$ cat config.mk
export PLATFORM = sky130hd
export DESIGN_NAME = itcm_ctrl
export DESIGN_NICKNAME = d
export VERILOG_FILES = /design/src/rtl/itcm_ctrl.sv
export SDC_FILE = /design/constraint.sdc
export NUM_CORES = 1
export LEC_CHECK = 0
export CORE_AREA = 2 2 101 103
export CTS_CLUSTER_SIZE = 25
export DETAILED_ROUTE_END_ITERATION = 8
export DIE_AREA = 0 0 103 105
export GPL_ROUTABILITY_DRIVEN = 0
export PLACE_DENSITY_LB_ADDON = 0.08
export SYNTH_ARGS = -nofsm -noshare
export SYNTH_HDL_FRONTEND = slang
export SYNTH_SLANG_ARGS = --single-unit
$ cat constraint.sdc
create_clock -name clk -period 3.99 [get_ports clk]
set_input_delay 0.798 -clock clk [delete_from_list [all_inputs] [get_ports clk]]
set_output_delay 0.798 -clock clk [all_outputs]
set_load 0.01 [all_outputs]
$ cat src/rtl/itcm_ctrl.sv
// itcm_ctrl: instruction tightly-coupled memory controller.
//
// Serves a fetch port (ifu_req/ifu_rsp) and a load/store port (lsu_req/lsu_rsp)
// through one single-port synchronous SRAM with 1-cycle read latency. Only one
// transaction is outstanding. A one-entry hold register keeps a response that
// was not accepted. The LSU has priority, but after STARVE_MAX consecutive LSU
// wins against a waiting IFU, the IFU is granted.
//
// Ports:
//   clk, rst_n                 clock (rising edge), async active-low reset
//   ifu_req_valid/ready/pc     fetch request channel (byte address)
//   ifu_rsp_valid/ready        fetch response channel
//   ifu_rsp_instr/err          fetched word, range/alignment error
//   lsu_req_valid/ready        load/store request channel
//   lsu_req_addr/write         byte address, 1 = write
//   lsu_req_wdata/wmask        write data and byte enables
//   lsu_rsp_valid/ready        load/store response channel
//   lsu_rsp_rdata/err          read data (0 for writes/errors), address error
//   ram_cs/we/addr/wem/din     SRAM command (word address, byte mask)
//   ram_dout                   SRAM read data, valid one cycle after a read
module itcm_ctrl #(
    parameter int PC_SIZE    = 32,
    parameter int DW         = 32,
    parameter int RAM_AW     = 12,
    parameter int STARVE_MAX = 2
) (
    input  logic                clk,
    input  logic                rst_n,
    input  logic                ifu_req_valid,
    output logic                ifu_req_ready,
    input  logic [PC_SIZE-1:0]  ifu_req_pc,
    output logic                ifu_rsp_valid,
    input  logic                ifu_rsp_ready,
    output logic [DW-1:0]       ifu_rsp_instr,
    output logic                ifu_rsp_err,
    input  logic                lsu_req_valid,
    output logic                lsu_req_ready,
    input  logic [PC_SIZE-1:0]  lsu_req_addr,
    input  logic                lsu_req_write,
    input  logic [DW-1:0]       lsu_req_wdata,
    input  logic [DW/8-1:0]     lsu_req_wmask,
    output logic                lsu_rsp_valid,
    input  logic                lsu_rsp_ready,
    output logic [DW-1:0]       lsu_rsp_rdata,
    output logic                lsu_rsp_err,
    output logic                ram_cs,
    output logic                ram_we,
    output logic [RAM_AW-1:0]   ram_addr,
    output logic [DW/8-1:0]     ram_wem,
    output logic [DW-1:0]       ram_din,
    input  logic [DW-1:0]       ram_dout
);

    localparam int MW = DW / 8;
    localparam int SW = (STARVE_MAX < 1) ? 1 : $clog2(STARVE_MAX + 1);
    localparam logic [SW-1:0] STREAK_MAX = SW'(STARVE_MAX);

    typedef enum logic [1:0] {
        IDLE = 2'd0,
        RSP  = 2'd1,
        HOLD = 2'd2
    } state_t;

    // Legal = inside the ITCM window starting at 0 and word aligned.
    function automatic logic addr_legal(input logic [PC_SIZE-1:0] a);
        return ((a >> (RAM_AW + 2)) == '0) && (a[1:0] == 2'b00);
    endfunction

    state_t             state_p1;
    state_t             state_nxt;
    logic               owner_p1;      // 0 = IFU, 1 = LSU
    logic               err_p1;
    logic               zero_p1;       // response data forced to 0 (write or error)
    logic [DW-1:0]      hold_data_p2;
    logic               hold_err_p2;
    logic [SW-1:0]      streak;

    logic               vld_p1;
    logic               rsp_ready_sel;
    logic               issue;
    logic               lsu_win;
    logic               grant_ifu;
    logic               grant_lsu;
    logic [PC_SIZE-1:0] sel_addr;
    logic               sel_legal;
    logic [DW-1:0]      rsp_data;
    logic               rsp_err;

    // ---- stage p0: arbitration and SRAM issue ----
    assign vld_p1        = (state_p1 != IDLE);
    assign rsp_ready_sel = owner_p1 ? lsu_rsp_ready : ifu_rsp_ready;
    // rst_n gating keeps every ready and ram_cs low while reset is asserted.
    assign issue         = rst_n && (!vld_p1 || rsp_ready_sel);
    assign lsu_win       = lsu_req_valid && !(ifu_req_valid && (streak == STREAK_MAX));
    assign grant_lsu     = issue && lsu_win;
    assign grant_ifu     = issue && ifu_req_valid && !lsu_win;
    assign sel_addr      = grant_lsu ? lsu_req_addr : ifu_req_pc;
    assign sel_legal     = addr_legal(sel_addr);

    assign ifu_req_ready = grant_ifu;
    assign lsu_req_ready = grant_lsu;

    always_comb begin
        state_nxt = IDLE;
        ram_cs    = 1'b0;
        ram_we    = 1'b0;
        ram_addr  = sel_addr[RAM_AW+1:2];
        ram_wem   = '0;
        ram_din   = '0;
        if (grant_ifu || grant_lsu) begin
            state_nxt = RSP;
            ram_cs    = sel_legal;
            if (sel_legal && grant_lsu && lsu_req_write) begin
                ram_we  = 1'b1;
                ram_wem = lsu_req_wmask;
                ram_din = lsu_req_wdata;
            end
        end else if (vld_p1 && !rsp_ready_sel) begin
            state_nxt = HOLD;
        end
    end

    always_ff @(posedge clk or negedge rst_n) begin
        if (!rst_n) begin
            state_p1 <= IDLE;
        end else begin
            state_p1 <= state_nxt;
        end
    end

    always_ff @(posedge clk or negedge rst_n) begin
        if (!rst_n) begin
            owner_p1     <= 1'b0;
            err_p1       <= 1'b0;
            zero_p1      <= 1'b0;
            hold_data_p2 <= '0;
            hold_err_p2  <= 1'b0;
            streak       <= '0;
        end else begin
            if (grant_ifu || grant_lsu) begin
                owner_p1 <= grant_lsu;
                err_p1   <= !sel_legal;
                zero_p1  <= !sel_legal || (grant_lsu && lsu_req_write);
            end
            if ((state_p1 == RSP) && !rsp_ready_sel) begin
                hold_data_p2 <= rsp_data;
                hold_err_p2  <= rsp_err;
            end
            // The IFU only "loses" when it is waiting and the LSU is granted.
            if (!ifu_req_valid || grant_ifu) begin
                streak <= '0;
            end else if (grant_lsu && (streak != STREAK_MAX)) begin
                streak <= streak + SW'(1);
            end
        end
    end

    // ---- stage p1/p2: response routing ----
    always_comb begin
        rsp_data = '0;
        rsp_err  = 1'b0;
        if (state_p1 == RSP) begin
            rsp_data = zero_p1 ? '0 : ram_dout;
            rsp_err  = err_p1;
        end else if (state_p1 == HOLD) begin
            rsp_data = hold_data_p2;
            rsp_err  = hold_err_p2;
        end
    end

    assign ifu_rsp_valid = vld_p1 && !owner_p1;
    assign lsu_rsp_valid = vld_p1 && owner_p1;
    assign ifu_rsp_instr = ifu_rsp_valid ? rsp_data : '0;
    assign ifu_rsp_err   = ifu_rsp_valid && rsp_err;
    assign lsu_rsp_rdata = lsu_rsp_valid ? rsp_data : '0;
    assign lsu_rsp_err   = lsu_rsp_valid && rsp_err;

    // MW documents the byte-lane count of the mask ports.
    initial assert (MW * 8 == DW);

endmodule

== Yosys cells after proc, flatten, opt, wreduce, memory -nomap -nowiden ==
Index checks and enable logic that the tools add are counted.

* Reductions and logical operators: 32
* Shift operators: 0
* Multiplexer cells: 20
* Order comparisons: 0
* Multipliers: 0
* Equal/unequal tests: 4
* Bitwise operators: 0
* Divide/modulo/power cells: 0
* Add/subtract/negate cells: 1

{| class="wikitable"
|+ Operator list
! kind !! count
|-
| 32-bit two-way mux || 8
|-
| 32-bit logical NOT || 1
|-
| 1-bit logical AND || 17
|-
| 2-bit two-way mux || 4
|-
| 4-bit two-way mux || 2
|-
| 1-bit logical NOT || 7
|-
| 1-bit two-way mux || 6
|-
| 2-bit == test, second input constant || 2
|-
| 1-bit logical OR || 4
|-
| 2-bit nonzero test || 2
|-
| 2-bit by 1-bit adder with 2-bit output, second input constant || 1
|-
| 2-bit by 1-bit == test with 1-bit output, second input constant || 1
|-
| 2-bit logical NOT || 1
|-
| 2-bit inequality test, second input constant || 1
|}

* Memory bits (writable): 0
* Latch bits: 0
* Output and inout port bits: 120
* ROM bits: 0
* Register bits after elaboration: 40
* Memories: 0

== Logic depth before layout (Yosys ltp) ==
Gate-level depths: netlist (run 1).

* Depth in word-level cells: 12
* Depth in mapped cells: 7
* Mapped depth without buffers: 6

== Worst setup path before layout (run 1) ==
No wires, ideal clock.

* Kind: input -> output
* Start: input ifu_rsp_ready
* End: output ram_addr[10]
* Arrival: 2.007 ns
* Path buffers: 1
* Setup slack: 1.185 ns
* Cell stages on the path: 4
* Cells stage by stage: mux2_4 > o2111ai_4 > buf_4 > mux2_2

* Longest elaborated chain between the ends: 5

{| class="wikitable"
|+ RTL lines
! element !! line !! text
|-
| from (decl) || 33 || <nowiki>input logic ifu_rsp_ready,</nowiki>
|-
| 1-bit two-way mux || 91 || <nowiki>assign rsp_ready_sel = owner_p1 ? lsu_rsp_ready : ifu_rsp_ready;</nowiki>
|-
| 1-bit logical OR || 93 || <nowiki>assign issue = rst_n && (!vld_p1 || rsp_ready_sel);</nowiki>
|-
| 1-bit logical AND || 93 ||
|-
| 1-bit logical AND || 95 || <nowiki>assign grant_lsu = issue && lsu_win;</nowiki>
|-
| 32-bit two-way mux || 97 || <nowiki>assign sel_addr = grant_lsu ? lsu_req_addr : ifu_req_pc;</nowiki>
|-
| to (decl) || 48 || <nowiki>output logic [RAM_AW-1:0] ram_addr,</nowiki>
|}

No other way between the ends.

== Worst setup path after layout (run 1) ==
* Start: input ifu_rsp_ready
* End: output ram_addr[3]

The elaborated chain is that of the path after synthesis.

==> flow_metrics.py, run 1 <==
metrics = {
    "run_status": {
        "outcome": "completed",
    },
    "sta": {
        "fin_crit_sh_pct": 92.90,
        "tightest_slew_ps": 1069,
        "relSlewSlack_pct": 28.73,
        "rsz0062_at_grt": "no",
        "layout_min_cycle_time_ps": 3707,
        "setup_violations": 0,
        "drv_slew": 0,
        "fin_setup_tns_ps": 0,
        "fin_worst_skew_ps": 10.70,
        "hold_violations": 0,
        "max_freq_mhz": 269.8,
    },
    "floorplan": {
        "rows": 36,
        "coreArea_mm2": 0.009639,
        "start_util_pct": 28.62,
        "fp.dieW_um": 103,
        "num_io_pins": 259,
        "fp.dieArea_mm2": 0.01082,
        "chipHeight_um": 105,
    },
    "cells_and_area": {
        "n_antenna_cell": 0,
        "syn_to_final_growth_pct": 100.5,
        "nets": 750,
        "drive_above_1_share_pct": 5.902,
    },
    "logic_synthesis": {
        "synth_warnings": 0,
        "synth_fa_ha_area_share_pct": 0.4535,
        "ys_seq_area_share_pct": 36.28,
        "synth_seq_cells": 40,
        "ys_types": 28,
        "synth_xor_area_share_pct": 0,
        "avgSynthCellArea_um2": 7.517,
        "synth-compound-area-share_pct": 18.00,
        "synth_top_family_by_area": "simple AND/OR/NAND/NOR gates",
        "syn_area_mm2": 0.002759,
        "postSynthCellCount": 367,
        "synthMuxAreaShare_pct": 6.259,
        "yosys.area_share.simple_pct": 33.02,
        "synth_nets": 507,
    },
    "grt": {
        "grt_pass1_wl_mm": 16.93,
        "grt_start_max_net_pins": 67,
        "antenna_found_initial": 0,
        "grt_pass1_vias": 3306,
        "grt_usage_pct": 19.64,
        "gr-total-overflow": 0,
    },
    "pwr": {
        "internal_power_mw": 0.7340,
        "powerDensity_mw_per_mm2": 189.3,
        "max-vdd-ir-drop_mv": 0.1286,
        "p_comb_share_pct": 34.9,
        "p_switching_mw": 0.3130,
        "pwr-share-seq_pct": 40.9,
        "power_mw": 1.047,
        "clockPowerShare_pct": 24.2,
        "p_sw_share_pct": 29.90,
        "p_leak_nw": 2.026,
    },
    "worst_setup_path": {
        "worst_r2r_endpoint": "hold_data_p2[13]",
        "cpMostUsedCell": "clkdlybuf4s50_1",
        "crit_path_cell_trace": "clkdlybuf4s50_1 -> mux2_4 -> o2111ai_4 -> buf_4 -> mux2_2 -> clkdlybuf4s50_1",
        "crit_arrival_ps": 2910,
        "max_stage_delay_ps": 490,
        "cp-startpoint": "ifu_rsp_ready",
        "path_depth": 6,
        "critPathBufInv": 3,
        "setup.worst_path.start_class": "input port",
        "cp-endpoint": "ram_addr[3]",
        "path_max_fanout": 15,
        "worstSetupPathType": "input port to output pin",
        "endpoint_kind": "output pin",
        "reg2reg_slack_ps": 1920,
        "slowest_stage": "clkdlybuf4s50_1",
        "r2r-start": "owner_p1",
        "r2r_cells": 3,
        "required_ps": 3190,
        "cp_top_family": "buffers and inverters",
    },
    "clock_tree": {
        "htreeDepth": 2,
        "cts_hold_buf": 0,
        "clk_latency_ps": 280,
        "cts-root-buf": "clkbuf_8",
        "cts_setup_buffers": 0,
        "clk_pin_slew_ps": 70,
        "post_cts_resized": 0,
        "numCtsBuffers": 5,
        "cts_tree": "yes",
        "cts_sinks": 40,
        "clk_path_buf_depth": 2,
    },
    "route": {
        "route.detailed.drc": 0,
        "via_count": 3457,
        "drtIter0Drc": 115,
        "first_pass_iters": 5,
        "totalWireLength_mm": 11.08,
        "wl_per_cell_um": 14.91,
        "via_per_inst": 4.653,
        "postRouteAntennaNets": 0,
    },
    "place": {
        "hpwl_mm": 8.859,
        "portBuffers": 258,
    },
    "job": {
        "max-cap-violations": 0,
    },
    "worst_hold_path": {
        "min_path_type": "input port to async pin",
    },
}
==> layout make-up <==
cell class,count,area [um2]
Timing Repair Buffer,265,2655
Fill cell,895,4108
Tap cell,133,166.4
Multi-Input combinational cell,292,1609
Inverter,6,22.52
Clock buffer,6,72.57
Clock inverter,1,5.005
Sequential cell,40,1001
==> Yosys cell counts <==
cell type  number  area (um2)
a21oi_1         2       10.01
a22oi_1        33       247.7
a2bb2oi_1       2       17.52
and2_1         37       231.5
buf_1           2       7.510
buf_2           6       30.03
buf_4           1       7.510
buf_6           3       33.78
clkbuf_1       17       63.81
dfrtp_1        40        1001
ha_1            1       12.51
inv_1           6       22.52
mux2_2         14       157.7
mux2_4          1       15.01
nand2_1        71       266.5
nand2b_1        3       18.77
nand4_1         2       12.51
nor2_1         69       259.0
nor2b_1         5       31.28
nor3_4          1       16.27
nor4_1         10       62.56
o2111ai_1       1       8.760
o2111ai_4       1       26.28
o21ai_0        35       175.2
o21ai_1         1       5.000
o22ai_1         1       6.260
or2_2           1       6.260
or3_1           1       6.260
==> registers in the layout, indices dropped and copies added (netlist names) <==
name / count
streak: 2
hold_err_p2: 1
owner_p1: 1
zero_p1: 1
state_p1: 2
hold_data_p2: 32
err_p1: 1
==> worst reg2reg max path: cells and delay by family (launching register included) <==
kind,cells,cell delay (ps)
compound gates,1,450
flops,1,470
mux,1,360
simple gates,1,700
==> worst min-delay path by stage <==
stage | slack, ps | to | start | depth (start not counted)
after global placement | 460 | hold_data_p2[5] | hold_data_p2[5] | 2
after CTS | 330 | streak[0] | rst_n | 1
after detailed placement | 470 | hold_data_p2[9] | hold_data_p2[9] | 2
final | 340 | streak[0] | rst_n | 1
after global routing | 320 | streak[0] | rst_n | 1
after floorplan | 450 | hold_data_p2[0] | hold_data_p2[0] | 2
==> cell families after synthesis <==
group | count (synthesis)
flops | 40
fa+ha+maj | 1
mux | 15
compound gates | 76
simple gates | 200
buf+inv | 35
==> cells in the final DEF (no fill, tap or decap), drive strengths merged <==
master	synthesis	routed
clkdlybuf4s50	0	257
nor2b	5	5
nor3	1	1
clkinv	0	1
nor4	10	10
nor2	69	69
and2	37	37
or2	1	1
o2111ai	2	2
or3	1	1
inv	6	6
a21oi	2	2
ha	1	1
a22oi	33	33
dfrtp	40	40
clkbuf	17	6
a2bb2oi	2	2
nand2	71	71
mux2	15	15
o22ai	1	1
o21ai	36	36
nand2b	3	3
buf	12	8
nand4	2	2
==> power groups by stage <==
stage	Sequential (mW)	Combinational, mW	Clock, mW
floorplan	0.431	0.145	0
global placement	0.435	0.362	0
detailed placement	0.435	0.367	0
CTS	0.428	0.370	0.266
global route	0.430	0.395	0.281
finish	0.428	0.366	0.254
==> per-layer routing <==
layer	track usage (%)	routed length [um]
met2	34.51	5575
met4	5.075	222
met3	4.080	691
met1	24.01	4589
met5	0	0
==> stage by stage <==
| step | area (um2) | hold slack, ps | util [%] | setup WS [ps] | instances |
|---|---|---|---|---|---|
| after detailed placement | 5454 | 472.6 | 56.58 | 255.2 | 736 |
| after global placement | 5454 | 462.9 | 56.58 | 283.4 | 736 |
| after floorplan | 2759 | 450.7 | - | 1185 | 367 |
| after global routing | 5532 | 320.5 | 57.39 | 105.5 | 743 |
| after CTS | 5532 | 325.1 | 57.39 | 255.0 | 743 |
| final | 5532 | 341.0 | 57.39 | 283.2 | 743 |
Note: power is estimated with default switching activity, not from simulation.
==> inputs of run 2 (changes only) <==
CTS_CLUSTER_DIAMETER = 40   (was unset)
==> results of run 2 <==
No change in the layout: final DEF, timing and power equal those of run 1.
